`src/rtl/id_ex_control_stage_if.sv`:
```
// id_ex_control_stage_if: ID-side request and registered ID/EX control bundle
interface id_ex_control_stage_if;
   logic        id_valid;
   logic [31:0] id_instr;
   logic        flush;
   logic        id_ready;
   logic        ex_valid;
   logic        ex_hold;
   logic        ex_ALUSrc, ex_MemtoReg, ex_RegWrite, ex_MemRead, ex_MemWrite;
   logic        ex_Branch, ex_JalrSel, ex_Jump;
   logic [1:0]  ex_ALUOp;
   logic        ex_lui, ex_auipc, ex_muldiv, ex_illegal;
   logic [4:0]  ex_rd, ex_rs1, ex_rs2;
   modport master (
      output id_valid, id_instr, flush,
      input  id_ready, ex_valid, ex_hold, ex_ALUSrc, ex_MemtoReg, ex_RegWrite, ex_MemRead,
             ex_MemWrite, ex_Branch, ex_JalrSel, ex_Jump, ex_ALUOp, ex_lui, ex_auipc,
             ex_muldiv, ex_illegal, ex_rd, ex_rs1, ex_rs2
   );
   modport slave (
      input  id_valid, id_instr, flush,
      output id_ready, ex_valid, ex_hold, ex_ALUSrc, ex_MemtoReg, ex_RegWrite, ex_MemRead,
             ex_MemWrite, ex_Branch, ex_JalrSel, ex_Jump, ex_ALUOp, ex_lui, ex_auipc,
             ex_muldiv, ex_illegal, ex_rd, ex_rs1, ex_rs2
   );
endinterface

```
`src/rtl/id_ex_control_stage.sv`:
```
// id_ex_control_stage: RV32 ID decode into the ID/EX register with load-use and MUL/DIV stalls
module id_ex_control_stage #(
   parameter bit MULDIV_EN  = 1'b1,
   parameter int MUL_CYCLES = 4,
   parameter int DIV_CYCLES = 33
) (
   input logic clk,
   input logic reset,
   id_ex_control_stage_if.slave bus
);
   localparam int MAX_C = MUL_CYCLES > DIV_CYCLES ? MUL_CYCLES : DIV_CYCLES;
   localparam int CW = $clog2(MAX_C) + 1;
   localparam logic [CW-1:0] MUL_LD = CW'(MUL_CYCLES - 1);
   localparam logic [CW-1:0] DIV_LD = CW'(DIV_CYCLES - 1);
   typedef enum logic {IDLE, BUSY} state_t;
   typedef struct packed {
      logic       valid, alusrc, memtoreg, regwrite, memread, memwrite, branch, jalrsel, jump;
      logic [1:0] aluop;
      logic       lui, auipc, muldiv, illegal;
      logic [4:0] rd, rs1, rs2;
   } ex_t;
   state_t state;
   logic [CW-1:0] cnt, ld;
   ex_t ex, dec;
   logic [6:0] op;
   logic is_r, is_ld, is_st, is_br, is_imm, is_jal, is_jalr, is_lui, is_aui;
   logic md, illegal, use1, use2, luse, busy, unused_f3;
   assign op      = bus.id_instr[6:0];
   assign is_r    = op == 7'b0110011;
   assign is_ld   = op == 7'b0000011;
   assign is_st   = op == 7'b0100011;
   assign is_br   = op == 7'b1100011;
   assign is_imm  = op == 7'b0010011;
   assign is_jal  = op == 7'b1101111;
   assign is_jalr = op == 7'b1100111;
   assign is_lui  = op == 7'b0110111;
   assign is_aui  = op == 7'b0010111;
   assign md      = is_r & (bus.id_instr[31:25] == 7'b0000001);
   assign illegal = !(is_r | is_ld | is_st | is_br | is_imm | is_jal | is_jalr | is_lui | is_aui)
                    | (md & !MULDIV_EN);
   assign use1    = is_r | is_ld | is_st | is_br | is_imm | is_jalr;
   assign use2    = is_r | is_st | is_br;
   assign ld      = bus.id_instr[14] ? DIV_LD : MUL_LD;
   assign unused_f3 = ^bus.id_instr[13:12];
   always_comb begin
      dec = '0;
      if (bus.id_valid) begin
         dec.valid   = 1'b1;
         dec.rd      = bus.id_instr[11:7];
         dec.rs1     = bus.id_instr[19:15];
         dec.rs2     = bus.id_instr[24:20];
         dec.illegal = illegal;
         if (!illegal) begin
            dec.alusrc   = is_ld | is_st | is_imm | is_jalr | is_lui | is_aui;
            dec.regwrite = is_r | is_ld | is_imm | is_jal | is_jalr | is_lui | is_aui;
            dec.memtoreg = is_ld;
            dec.memread  = is_ld;
            dec.memwrite = is_st;
            dec.branch   = is_br;
            dec.jump     = is_jal;
            dec.jalrsel  = is_jalr;
            dec.aluop    = is_br ? 2'b01 : (is_r | is_imm | is_jal | is_jalr) ? 2'b10 : 2'b00;
            dec.lui      = is_lui;
            dec.auipc    = is_aui;
            dec.muldiv   = md;
         end
      end
   end
   assign busy = state == BUSY;
   // Only a live load with a non-zero destination can starve a real source operand.
   assign luse = ex.valid & ex.memread & (ex.rd != 5'd0) & bus.id_valid
                 & ((use1 & (bus.id_instr[19:15] == ex.rd)) | (use2 & (bus.id_instr[24:20] == ex.rd)));
   assign bus.id_ready = !reset & (bus.flush | (!busy & !luse));
   assign bus.ex_hold  = busy & !bus.flush;
   always_ff @(posedge clk or posedge reset)
      if (reset) begin
         ex    <= '0;
         state <= IDLE;
         cnt   <= '0;
      end else if (bus.flush) begin
         ex    <= '0;
         state <= IDLE;
         cnt   <= '0;
      end else if (busy) begin
         cnt <= cnt - CW'(1);
         if (cnt == CW'(1)) state <= IDLE;
      end else if (luse) begin
         ex <= '0;
      end else begin
         ex <= dec;
         if (dec.muldiv && ld != '0) begin
            state <= BUSY;
            cnt   <= ld;
         end
      end
   assign bus.ex_valid    = ex.valid;
   assign bus.ex_ALUSrc   = ex.alusrc;
   assign bus.ex_MemtoReg = ex.memtoreg;
   assign bus.ex_RegWrite = ex.regwrite;
   assign bus.ex_MemRead  = ex.memread;
   assign bus.ex_MemWrite = ex.memwrite;
   assign bus.ex_Branch   = ex.branch;
   assign bus.ex_JalrSel  = ex.jalrsel;
   assign bus.ex_Jump     = ex.jump;
   assign bus.ex_ALUOp    = ex.aluop;
   assign bus.ex_lui      = ex.lui;
   assign bus.ex_auipc    = ex.auipc;
   assign bus.ex_muldiv   = ex.muldiv;
   assign bus.ex_illegal  = ex.illegal;
   assign bus.ex_rd       = ex.rd;
   assign bus.ex_rs1      = ex.rs1;
   assign bus.ex_rs2      = ex.rs2;
endmodule

```
`src/flat_wrapper.sv`:
```
// flat-port wrapper written by rule: the top's interface ports become plain ports
module id_ex_control_stage_flat 
#(
   parameter bit MULDIV_EN  = 1'b1,
   parameter int MUL_CYCLES = 4,
   parameter int DIV_CYCLES = 33
)
  (clk, reset, bus_id_valid, bus_id_instr, bus_flush, bus_id_ready, bus_ex_valid, bus_ex_hold, bus_ex_ALUSrc, bus_ex_MemtoReg, bus_ex_RegWrite, bus_ex_MemRead, bus_ex_MemWrite, bus_ex_Branch, bus_ex_JalrSel, bus_ex_Jump, bus_ex_ALUOp, bus_ex_lui, bus_ex_auipc, bus_ex_muldiv, bus_ex_illegal, bus_ex_rd, bus_ex_rs1, bus_ex_rs2);
  id_ex_control_stage_if bus_i ();
  input logic clk;
  input logic reset;
  input wire logic [$bits(bus_i.id_valid)-1:0] bus_id_valid;
  input wire logic [$bits(bus_i.id_instr)-1:0] bus_id_instr;
  input wire logic [$bits(bus_i.flush)-1:0] bus_flush;
  output wire logic [$bits(bus_i.id_ready)-1:0] bus_id_ready;
  output wire logic [$bits(bus_i.ex_valid)-1:0] bus_ex_valid;
  output wire logic [$bits(bus_i.ex_hold)-1:0] bus_ex_hold;
  output wire logic [$bits(bus_i.ex_ALUSrc)-1:0] bus_ex_ALUSrc;
  output wire logic [$bits(bus_i.ex_MemtoReg)-1:0] bus_ex_MemtoReg;
  output wire logic [$bits(bus_i.ex_RegWrite)-1:0] bus_ex_RegWrite;
  output wire logic [$bits(bus_i.ex_MemRead)-1:0] bus_ex_MemRead;
  output wire logic [$bits(bus_i.ex_MemWrite)-1:0] bus_ex_MemWrite;
  output wire logic [$bits(bus_i.ex_Branch)-1:0] bus_ex_Branch;
  output wire logic [$bits(bus_i.ex_JalrSel)-1:0] bus_ex_JalrSel;
  output wire logic [$bits(bus_i.ex_Jump)-1:0] bus_ex_Jump;
  output wire logic [$bits(bus_i.ex_ALUOp)-1:0] bus_ex_ALUOp;
  output wire logic [$bits(bus_i.ex_lui)-1:0] bus_ex_lui;
  output wire logic [$bits(bus_i.ex_auipc)-1:0] bus_ex_auipc;
  output wire logic [$bits(bus_i.ex_muldiv)-1:0] bus_ex_muldiv;
  output wire logic [$bits(bus_i.ex_illegal)-1:0] bus_ex_illegal;
  output wire logic [$bits(bus_i.ex_rd)-1:0] bus_ex_rd;
  output wire logic [$bits(bus_i.ex_rs1)-1:0] bus_ex_rs1;
  output wire logic [$bits(bus_i.ex_rs2)-1:0] bus_ex_rs2;
  assign bus_i.id_valid = bus_id_valid;
  assign bus_i.id_instr = bus_id_instr;
  assign bus_i.flush = bus_flush;
  assign bus_id_ready = bus_i.id_ready;
  assign bus_ex_valid = bus_i.ex_valid;
  assign bus_ex_hold = bus_i.ex_hold;
  assign bus_ex_ALUSrc = bus_i.ex_ALUSrc;
  assign bus_ex_MemtoReg = bus_i.ex_MemtoReg;
  assign bus_ex_RegWrite = bus_i.ex_RegWrite;
  assign bus_ex_MemRead = bus_i.ex_MemRead;
  assign bus_ex_MemWrite = bus_i.ex_MemWrite;
  assign bus_ex_Branch = bus_i.ex_Branch;
  assign bus_ex_JalrSel = bus_i.ex_JalrSel;
  assign bus_ex_Jump = bus_i.ex_Jump;
  assign bus_ex_ALUOp = bus_i.ex_ALUOp;
  assign bus_ex_lui = bus_i.ex_lui;
  assign bus_ex_auipc = bus_i.ex_auipc;
  assign bus_ex_muldiv = bus_i.ex_muldiv;
  assign bus_ex_illegal = bus_i.ex_illegal;
  assign bus_ex_rd = bus_i.ex_rd;
  assign bus_ex_rs1 = bus_i.ex_rs1;
  assign bus_ex_rs2 = bus_i.ex_rs2;
  id_ex_control_stage #(.MULDIV_EN(MULDIV_EN), .MUL_CYCLES(MUL_CYCLES), .DIV_CYCLES(DIV_CYCLES)) u_core (.clk(clk), .reset(reset), .bus(bus_i));
endmodule
```
`config.mk`:
```
export PLATFORM = sky130hd
export DESIGN_NAME = id_ex_control_stage_flat
export DESIGN_NICKNAME = d
export VERILOG_FILES = /design/src/rtl/id_ex_control_stage_if.sv /design/src/rtl/id_ex_control_stage.sv /design/src/flat_wrapper.sv
export SDC_FILE = /design/constraint.sdc
export NUM_CORES = 1
export LEC_CHECK = 0
export CELL_PAD_IN_SITES_DETAIL_PLACEMENT = 0
export CELL_PAD_IN_SITES_GLOBAL_PLACEMENT = 1
export CORE_MARGIN = 8
export CORE_UTILIZATION = 33
export DETAILED_ROUTE_END_ITERATION = 6
export GPL_TIMING_DRIVEN = 0
export PLACE_DENSITY_LB_ADDON = 0.1
export SLEW_MARGIN = 10
export SYNTH_ARGS = -nofsm -noshare
export SYNTH_HDL_FRONTEND = slang
export SYNTH_SLANG_ARGS = --single-unit
```
`constraint.sdc`:
```
create_clock -name clk -period 2.6 [get_ports clk]
set_clock_uncertainty 0.05 [all_clocks]
set_input_delay 0.52 -clock clk [delete_from_list [all_inputs] [get_ports clk]]
set_output_delay 0.52 -clock clk [all_outputs]
set_load 0.03 [all_outputs]
```
## Word-level counts from Yosys, hierarchy flattened

Index checks and enable logic that the tools add are counted.

- Add/subtract/negate cells: 1
- Equality and inequality tests: 15
- Multiplexer cells: 17
- Bitwise operators: 36
- Reductions and logical operators: 10

Operator list:

| kind | count |
|---|---|
| 30-bit two-way mux | 4 |
| 7-bit two-way mux | 4 |
| 1-bit OR | 26 |
| 7-bit by 6-bit == test with 1-bit output, second input constant | 3 |
| 7-bit == test, second input constant | 3 |
| 7-bit by 1-bit == test with 1-bit output, second input constant | 2 |
| 7-bit by 5-bit == test with 1-bit output, second input constant | 2 |
| 13-bit two-way mux | 1 |
| 1-bit AND | 10 |
| 5-bit == test | 2 |
| 7-bit by 2-bit == test with 1-bit output, second input constant | 1 |
| 7-bit nonzero test | 1 |
| 7-bit by 1-bit subtractor with 7-bit output, second input constant | 1 |
| 6-bit two-way mux | 1 |
| 1-bit logical NOT | 5 |
| 1-bit two-way mux | 5 |
| 5-bit nonzero test | 1 |
| 2-bit two-way mux | 2 |
| 3-bit by 2-bit != test with 1-bit output, second input constant | 1 |
| 3-bit nonzero test | 1 |
| 2-bit != test, second input constant | 1 |
| 2-bit AND reduction | 1 |
| 1-bit logical AND | 1 |

- Register bits: 38
- Input bits: 36

## Longest topological paths before layout

Gate-level depths: netlist of run 1.

- Depth after elaboration: 16
- Gate-level depth with buffers: 8
- Gate-level depth less buffers: 7

## Worst setup path before layout of run 1

Ideal clock, no wire load.

- Path type: reg2out
- Start: register u_core.ex (netlist bit u_core.bus.ex_rd[1])
- End: output port bus_id_ready
- Arrival time: 2,016 ps
- Required time: 2,030 ps
- Slack: 14 ps
- Stages on the path, launching flop included: 7
- Buffers on the path: 0
- Path through: dfrtp_1 > or4_1 > nor2_1 > or4_4 > o21bai_1 > nand2_1 > a21oi_1

- Word-level cells in the longest chain between the ends: 8
- Elaborated cells on any way between the ends: 13
- Those cells by class: eq/ne (2); bitwise (9); reduce/logical (2)

Ends and longest elaborated chain:

| element | line | RTL |
|---|---|---|
| from (decl) | id_ex_control_stage.sv:24 | `ex_t ex, dec;` |
| from (signal assigned) | id_ex_control_stage.sv:77 | `ex <= '0;` |
| from (signal assigned) | id_ex_control_stage.sv:81 | `ex <= '0;` |
| from (signal assigned) | id_ex_control_stage.sv:88 | `ex <= '0;` |
| 5-bit == test / 5-bit nonzero test (equally long branches) | id_ex_control_stage.sv:72, id_ex_control_stage.sv:71 |  |
| 1-bit AND (on tied branches) | id_ex_control_stage.sv:72, id_ex_control_stage.sv:71 |  |
| 1-bit OR / 1-bit AND (equally long branches) | id_ex_control_stage.sv:72, id_ex_control_stage.sv:71 |  |
| 1-bit AND * | id_ex_control_stage.sv:72 | `& ((use1 & (bus.id_instr[19:15] == ex.rd)) \| (use2 & (bus.id_instr[24:20] == ex.rd)));` |
| 1-bit logical NOT * | id_ex_control_stage.sv:73 | `assign bus.id_ready = !reset & (bus.flush \| (!busy & !luse));` |
| 1-bit AND * | id_ex_control_stage.sv:73 |  |
| 1-bit OR * | id_ex_control_stage.sv:73 |  |
| 1-bit AND * | id_ex_control_stage.sv:73 |  |
| to (decl) | flat_wrapper.sv:15 | `output wire logic [$bits(bus_i.id_ready)-1:0] bus_id_ready;` |

Every way passes the cells marked *; elsewhere a longest branch is shown, timed or not.

## Final worst setup path of run 1

- Start: register u_core.ex (netlist bit u_core.bus.ex_rd[2])
- End: output port bus_id_ready

The elaborated chain is that of the path after synthesis.

==> reports/results.tsv, run 1 <==
metric	value	unit
status	complete, no violations	
CP max FO	3	
Int Pwr	880	uW
setup total negative slack	0	ns
initial DRC count	95	
Synth async-reset ratio	100	%
most used cell, CP	or4_4	
clock root buffer	clkbuf_8	
ANT nets after route	0	
worst hold path type	flip-flop to flip-flop	
RD Place Congestion	0.841	
FP Rows	27	
Synth Area per Inst	10.2	sq um
crit path DAT	1.97	ns
synth warn	0	
critical-path cell list	or4_4 -> nor2_4 -> or4_4 -> o21bai_4 -> nand2_2 -> a21oi_2 -> buf_6	
Tmin final	2.54	ns
Inst Count DP	322	
Mapped Nets	224	
vias in the first global route	1875	
Syn Inst Count	186	
number of flops mapped to enable cells by yosys	0	
Core Box Area	0.00554	sq mm
setup violators final	0	
antenna cells	0	
All-Layer GR Usage	13.9	%
hold path cells	2	
Avg WL per Cell	16.6	um
CP peak stage delay	0.55	ns
CTS tree	yes	
Syn Std Cell Area	0.00190	sq mm
max-cap violations	0	
combinational share of power	16.8	%
initial core utilization	34.2	%
Yosys top cell area share	47.5	%
post-synth top area cell	dfrtp_1	
largest net degree at the start of global routing	37	
total power	1200	uW
GR Overflow Total	0	
DRT Pass-1 Iters	4	
Sw Share	26.6	%
Clock Sink Count	36	
Crit path required time	2.03	ns
Final Max Tran Viols	0	
Nets	309	
Syn-to-layout area delta	53.0	%
Setup crit end kind	output pin	
final hold violations	0	
Slew HR	49.1	%
CTS Buf Count	5	
Area contributors post-synth	dfrtp_1 (47%), a22o_1 (9.7%), nand2_1 (3.4%), xnor2_1 (2.8%), xor2_1 (2.8%)	
critical path's slowest cell	or4_4	
count of cell types in the netlist	42	
RSZ-0062 raised after global routing	true	
Post-DP Area	0.00263	sq mm
cell leakage power	0.00128	uW
hold_buf cts	0	
I/O pins	68	
first-pass GRT wire length	9.51	mm
Clk Latency, worst-skew pair	0.29	ns
Synth top cells by count	dfrtp_1 (36), a22o_1 (21), nand2_1 (17)	
count leader, synth	dfrtp_1	
Synth Register Bits	36	
Worst Setup Path Type	flip-flop to output pin	
power density cells	413	mW/mm^2
Seq/Total Area, Yosys	47.5	%
Worst R2R Path Depth	12	
I/O Buffers	64	
share of layout cells above drive strength 1	22.4	%
die area	0.00843	sq mm
Main synth FF type	dfrtp_1	
H-tree levels	2	
worst-margin pin slew	0.762	ns
Clock Power Share	34.7	%
HPWL after DPL	4.25	mm
startpoint types	flip-flop	
Max clock buf depth	2	
chip width	91.8	um
Vias/cell	5.09	
antenna violations before repair	0	
Peak supply drop	0.251	mV
routed wire length	5.72	mm
DRC errors left	0	
Die Ht	91.8	um
Max Freq	394	MHz
fin area	0.00290	sq mm
vias	1752	
Non-Filler Instances	344	
Flop pwr share	48.4	%
switching power	319	uW
clk slew on worst S/H paths	0.07	ns
final cycle utilization of the critical path	97.6	%
cells in the final DEF, fill, tap and decap left out, types with 7 or more instances in the layout:
cell and n:
a21oi_1 8, clkbuf_2 7, buf_4 17, dfrtp_1 33
clkdlybuf4s50_1 54, a22o_1 21, nand2_1 13, nor2_1 10
per-stage QoR:
stage / setup slack [ns] / hold WS [ns] / utilization, %
after global routing: -0.0624 / 0.471 / 52.4
final: 0.0620 / 0.434 / 52.4
after global placement: -0.938 / 0.421 / 47.4
after detailed placement: -0.946 / 0.423 / 47.4
after CTS: -0.141 / 0.440 / 51.4
after floorplan: 0.0142 / 0.453 / -
final timing paths:
kind / slack, ns / startpoint / to
worst min register to register: 0.43 / u_core.bus.ex_MemWrite / u_core.bus.ex_MemWrite
worst max-delay path: 0.06 / u_core.bus.ex_rd[2] / bus_id_ready
max in group asynchronous: 1.28 / reset / u_core.bus.ex_rd[3]
worst min-delay path: 0.43 / u_core.bus.ex_MemWrite / u_core.bus.ex_MemWrite
min in group asynchronous: 0.68 / reset / u_core.cnt[2]
worst max register to register: 0.13 / u_core.bus.ex_rd[2] / u_core.bus.ex_ALUOp[1]
critical path, delay by kind of cell (launching register included):
kind	cells	cell delay, ns
DFF	1	0.42
AOI/OAI and AO/OA	2	0.24
and+or+nand+nor	4	0.88
buffers and inverters	1	0.14
power groups by stage:
| stage | combinational, uW | clock (uW) | sequential, uW |
|---|---|---|---|
| finish | 202 | 416 | 581 |
| detailed placement | 190 | 0 | 591 |
| floorplan | 65.3 | 0 | 613 |
| CTS | 195 | 430 | 581 |
| global placement | 189 | 0 | 592 |
| global route | 219 | 454 | 583 |
flip-flops by register name, indices dropped and copies added, names as in the netlist, 2 cells and up:
register,flops
u_core.cnt,7
u_core.bus.ex_ALUOp,2
u_core.bus.ex_rs2,5
u_core.bus.ex_rd,5
u_core.bus.ex_rs1,5
metal layers:
metal / track usage, % / part of all wire (%) / up-vias
met3: 5.46 / 6.5 / 8
met5: 0 / 0 / -
met1: 17.7 / 46 / 841
li1: - / - / 862
met2: 21.2 / 46 / 41
met4: 4.43 / 1.2 / 0
layout make-up:
cell class                 count  area (sq um)
clock inverter                 2          10.0
inverter                       9          35.0
fill                         538          2640
multi-input combinational    132           988
buffer                         9          66.3
clock buffer                   6          82.6
sequential                    36           905
tap                           72          90.1
timing repair buffer          78           724
cell families (layout without fill, tap and decap cells):
| group | Yosys count | after routing | synth area share (%) |
|---|---|---|---|
| DFF | 36 | 36 | 47.5 |
| adders and majority gates | 2 | 2 | 1.32 |
| and+or+nand+nor | 61 | 61 | 17.2 |
| xor gates and xnor gates | 12 | 12 | 5.54 |
| AOI/OAI and AO/OA | 57 | 57 | 23.3 |
| buffers and inverters | 18 | 104 | 5.21 |
repair_timing:
action / in CTS / in global routing
endpoints found under the hold margin: 0 / 0
endpoints found under the setup margin: 2 / 4
buffers inserted: 10 / 6
pin swaps: 5 / 8
resized for setup: 29 / 24
No activity file was read; power rests on OpenSTA's default activity.
==> inputs of run 2 (changes only) <==
--- a/config.mk
+++ b/config.mk
@@ -7,8 +7,9 @@
 export LEC_CHECK = 0
 export CELL_PAD_IN_SITES_DETAIL_PLACEMENT = 0
 export CELL_PAD_IN_SITES_GLOBAL_PLACEMENT = 1
-export CORE_MARGIN = 8
+export CORE_MARGIN = 2
 export CORE_UTILIZATION = 33
+export CTS_CLUSTER_DIAMETER = 200
 export DETAILED_ROUTE_END_ITERATION = 6
 export GPL_TIMING_DRIVEN = 0
 export PLACE_DENSITY_LB_ADDON = 0.1
==> run 2 against run 1 <==
Effect of this change: sequential share of layout area up 0.48 points; register-to-register slack better by 0.35 ns; fmax down 0.97%; global-route usage up 2.8 points; routed wire length down 9.8%; sequential power about the same; worst setup slack worse by 0.025 ns; core utilization down 0.86 points; final cell count down 1.5%; via count down 1.5%; first-iteration DRC count down 23%; power up 5.7%; critical endpoint unchanged; largest cell class unchanged; highest routed layer unchanged.
==> reports/results.tsv, run 2 (synthesis gave the netlist of run 1 again) <==
metric	value	unit
status	complete, no violations	
die area	0.00637	sq mm
Max Freq	390	MHz
Worst R2R Path Depth	7	
Worst Setup Path Type	input pin to output pin	
hold path cells	2	
Clock Sink Count	36	
CTS tree	yes	
Syn-to-layout area delta	50.5	%
Slew HR	49.9	%
clock root buffer	clkbuf_8	
critical-path cell list	clkbuf_2 -> nand2_2 -> or2_4 -> or4_4 -> o21bai_4 -> nand2_2 -> a21oi_2 -> buf_6	
RSZ-0062 raised after global routing	true	
cell leakage power	0.00125	uW
layout filler cell count	527	
Nets	304	
chip width	79.8	um
FP Rows	27	
setup total negative slack	0	ns
All-Layer GR Usage	16.7	%
setup violators final	0	
worst-margin pin slew	0.750	ns
DRC errors left	0	
antenna cells	0	
share of layout cells above drive strength 1	19.9	%
most frequent cells in the layout	clkdlybuf4s50_1 (54), dfrtp_1 (34), a22o_1 (21), buf_4 (13), nand2_1 (13)	
I/O pins	68	
Vias/cell	5.09	
most used cell, CP	nand2_2	
Min Hold Slack	0.435	ns
startpoint types	input pin	
HPWL after DPL	3.74	mm
Final Max Tran Viols	0	
CTS Buf Count	5	
max-cap violations	0	
worst setup margin	0.0371	ns
grt met3 use	4.64	%
final hold violations	0	
clk slew on worst S/H paths	0.07	ns
power density cells	444	mW/mm^2
Max clock buf depth	2	
crit path DAT	1.99	ns
H-tree levels	2	
final cycle utilization of the critical path	98.6	%
Avg WL per Cell	15.2	um
vias in the first global route	1718	
ANT nets after route	0	
Core Util, Final	51.5	%
initial core utilization	34.2	%
I/O Buffers	64	
RD Place Congestion	0.857	
Clk Latency, worst-skew pair	0.29	ns
critical path's slowest cell	or4_4	
initial DRC count	73	
met2 usage	26.6	%
CP peak stage delay	0.55	ns
Largest register FFs	7	
Crit path required time	2.03	ns
Tmin final	2.56	ns
DRT Pass-1 Iters	4	
Core Box Area	0.00554	sq mm
most used routing layer	met2	
CP max FO	4	
hold_buf cts	0	
first-pass GRT wire length	8.32	mm
routed wire length	5.15	mm
GR Layer Usage met1	22.4	%
GR Overflow Total	0	
Setup WS pre-CTS	-0.932	ns
worst hold path type	flip-flop to flip-flop	
vias	1725	
antenna violations before repair	0	
most common cell after layout, fill and taps aside	clkdlybuf4s50_1	
Die Ht	79.8	um
Setup crit end kind	output pin	
Peak supply drop	0.246	mV
Biggest register	u_core.cnt	
largest net degree at the start of global routing	37	
==> run 2: through the flow <==
stage                     total power [uW]  cells  area (sq um)
final                                 1270    339          2850
after global routing                  1320    339          2850
after CTS                             1270    333          2780
after detailed placement               780    322          2630
after global placement                 780    322          2630
after floorplan                        678    186          1900
==> run 2: layer usage <==
| layer | share of wire, % | vias to the layer above |
|---|---|---|
| met5 | 0 | - |
| met4 | 1.1 | 0 |
| met3 | 4.7 | 6 |
| met2 | 47 | 47 |
| met1 | 47 | 820 |
| li1 | - | 852 |
==> run 2: timing repair <==
action	CTS	global route
buffers inserted	3	6
resized for setup	23	26
gates cloned	0	0
setup endpoints to repair	2	2
pin swaps	3	5
==> run 2: path summary, 6_finish.rpt <==
check,from,to,slack [ns]
worst min-delay path,u_core.bus.ex_ALUOp[1],u_core.bus.ex_ALUOp[1],0.43
max in group asynchronous,reset,u_core.bus.ex_rd[1],1.29
min in group asynchronous,reset,u_core.cnt[2],0.68
worst min register to register,u_core.bus.ex_ALUOp[1],u_core.bus.ex_ALUOp[1],0.43
worst max register to register,u_core.bus.ex_rd[1],u_core.bus.ex_rd[3],0.48
worst max-delay path,bus_id_instr[0],bus_id_ready,0.04
==> run 2: final cells by class <==
type	instances	area, sq um	area share [%]
Tap cell	72	90.1	3.16
Inverter	9	37.5	1.32
Buffer	9	66.3	2.32
Clock inverter	2	35.0	1.23
Multi-Input combinational cell	132	966	33.8
Timing Repair Buffer	73	683	23.9
Clock buffer	6	72.6	2.54
Sequential cell	36	903	31.7
==> run 2: power by group <==
group	internal, uW	switching, uW	total [uW]	leakage (uW)
sequential	571	9.35	580	0.000490
clock	285	205	489	0.0000552
combinational	95.9	102	198	0.000704
==> run 2: critical path: cells and delay by family <==
kind	cells	cell delay, ns
simple gates	4	0.98
compound gates	2	0.26
buf+inv	2	0.25
==> inputs of run 3 (changes only) <==
--- a/config.mk
+++ b/config.mk
@@ -5,6 +5,7 @@
 export SDC_FILE = /design/constraint.sdc
 export NUM_CORES = 1
 export LEC_CHECK = 0
+export CAP_MARGIN = 20
 export CELL_PAD_IN_SITES_DETAIL_PLACEMENT = 0
 export CELL_PAD_IN_SITES_GLOBAL_PLACEMENT = 1
 export CORE_MARGIN = 2
==> constraint.sdc (replaced) <==
create_clock -name clk -period 2.9 [get_ports clk]
set_clock_uncertainty 0.05 [all_clocks]
set_input_delay 0.58 -clock clk [delete_from_list [all_inputs] [get_ports clk]]
set_output_delay 0.58 -clock clk [all_outputs]
set_load 0.03 [all_outputs]
==> run 3 against run 2 <==
Effect of this change: non-clock buffer count fell by 6; global-route usage did not move; worst hold slack got worse by 0.0013 ns; final cell count fell by 1.8%; worst setup slack improved by 0.010 ns; power fell by 11%; count of clock-buffer cells in the layout did not move; largest power group unchanged; combinational power fell by 16%; critical endpoint unchanged.
==> reports/results.tsv, run 3 (synthesis gave the netlist of run 1 again) <==
metric	value	unit
H-tree levels	2	
RD Place Congestion	0.857	
GR Overflow Total	0	
Syn-to-layout area delta	46.4	%
GR Layer Usage met1	22.4	%
Clk Latency, worst-skew pair	0.29	ns
switching power	279	uW
All-Layer GR Usage	16.7	%
I/O pins	68	
CTS tree	yes	
initial DRC count	66	
Final Max Tran Viols	0	
worst setup margin	0.0472	ns
largest net degree at the start of global routing	37	
Core Util, Final	50.1	%
share of layout cells above drive strength 1	13.8	%
Crit path required time	2.27	ns
cell leakage power	0.00121	uW
CTS Buf Count	5	
clock root buffer	clkbuf_8	
launching point of the worst reg2reg path	u_core.bus.ex_rd[1]	
critical-path cell list	dlygate4sd2_1 -> or2_4 -> or4_4 -> o21bai_2 -> nand2_2 -> a21oi_1 -> buf_4	
chip width	79.8	um
vias	1687	
Peak supply drop	0.211	mV
max-cap violations	0	
WHS Endpoint	u_core.bus.ex_ALUOp[1]	
setup violators final	0	
final hold violations	0	
FF-to-FF End	u_core.bus.ex_JalrSel	
DRT Pass-1 Iters	4	
Max Freq	351	MHz
Clock Power Share	39.0	%
HPWL after DPL	3.74	mm
crit path DAT	2.22	ns
Worst Setup Path Type	input pin to output pin	
met2 usage	26.6	%
Die Ht	79.8	um
Worst R2R Path Depth	7	
worst-margin pin slew	0.753	ns
combinational share of power	14.7	%
Slew HR	49.7	%
clk slew on worst S/H paths	0.07	ns
CP max FO	5	
Bufs and invs on worst path	2	
Setup crit end kind	output pin	
worst hold start	u_core.bus.ex_ALUOp[1]	
most frequent cells in the layout	clkdlybuf4s50_1 (55), dfrtp_1 (36), a22o_1 (21), nand2_1 (15), nor2_1 (11)	
Int Pwr	848	uW
hold path cells	2	
grt met3 use	4.64	%
antenna violations before repair	0	
Worst Setup SP	bus_id_instr[3]	
die area	0.00637	sq mm
cell family with most CP delay	simple AND/OR/NAND/NOR gates	
Core Box Area	0.00554	sq mm
fin area	0.00278	sq mm
Tmin final	2.85	ns
startpoint types	input pin	
Max clock buf depth	2	
critical path's slowest cell	or4_4	
power density cells	406	mW/mm^2
first-pass GRT wire length	8.32	mm
routed wire length	5.02	mm
worst hold path type	flip-flop to flip-flop	
Reg2Reg Setup Slack	0.71	ns
ANT nets after route	0	
hold_buf cts	0	
Biggest register	u_core.cnt	
status	complete, no violations	
Vias/cell	5.07	
Setup WS pre-CTS	-0.752	ns
DRC errors left	0	
I/O Buffers	64	
Nets	298	
RSZ-0062 raised after global routing	true	
Clock Sink Count	36	
CP peak stage delay	0.54	ns
Largest register FFs	7	
initial core utilization	34.2	%
most used routing layer	met2	
vias in the first global route	1719	
Sw Share	24.8	%
final cycle utilization of the critical path	98.4	%
most common cell after layout, fill and taps aside	clkdlybuf4s50_1	
Flop pwr share	46.2	%
Post-DP Area	0.00263	sq mm
antenna cells	0	
FP Rows	27	
Avg WL per Cell	15.1	um
## run 3: worst min-delay path, stage by stage (launching register included)
cell and delay [ns]:
dfrtp_1 0.34, nand2_1 0.05, o31ai_1 0.06
## run 3: stage by stage
step	instances	setup TNS (ns)	power, uW	hold slack, ns
CTS	333	0	1140	0.440
detailed placement	322	-1.36	699	0.424
floorplan	186	0	608	0.453
finish	333	0	1130	0.434
global route	333	-0.0294	1170	0.475
global placement	322	-1.33	699	0.422
## run 3: repair_timing
item                                    CTS  global route
pin swaps                                 3             0
buffers inserted                          3             0
gates resized for setup                  21             8
endpoints found under the setup margin    2             2
## run 3: layout make-up
class	instances	area, sq um
Timing Repair Buffer	67	651
Tap cell	72	90.1
Clock buffer	6	72.6
Inverter	9	37.5
Buffer	9	66.3
Fill cell	543	2760
Sequential cell	36	901
Clock inverter	2	35.0
Multi-Input combinational cell	132	925
## run 3: worst max path at each step
| stage | endpoint | slack (ns) | cells after the start |
|---|---|---|---|
| after floorplan | bus_id_ready | 0.25 | 6 |
| after global placement | bus_id_ready | -0.75 | 8 |
| after detailed placement | bus_id_ready | -0.75 | 8 |
| after CTS | bus_id_ready | 0.002 | 8 |
| after global routing | bus_id_ready | -0.03 | 7 |
| final | bus_id_ready | 0.05 | 7 |
## run 3: power by group through the flow
stage,Sequential [uW],Combinational (uW),Clock (uW)
floorplan,549,58.5,0
global placement,531,168,0
detailed placement,530,169,0
CTS,521,169,449
global route,522,180,471
finish,521,166,440
## run 3: per-layer routing
layer / share of wire, % / vias to the layer above
met5: 0 / -
met4: 1.0 / 0
met3: 4.2 / 6
met2: 48 / 43
met1: 47 / 796
li1: - / 842
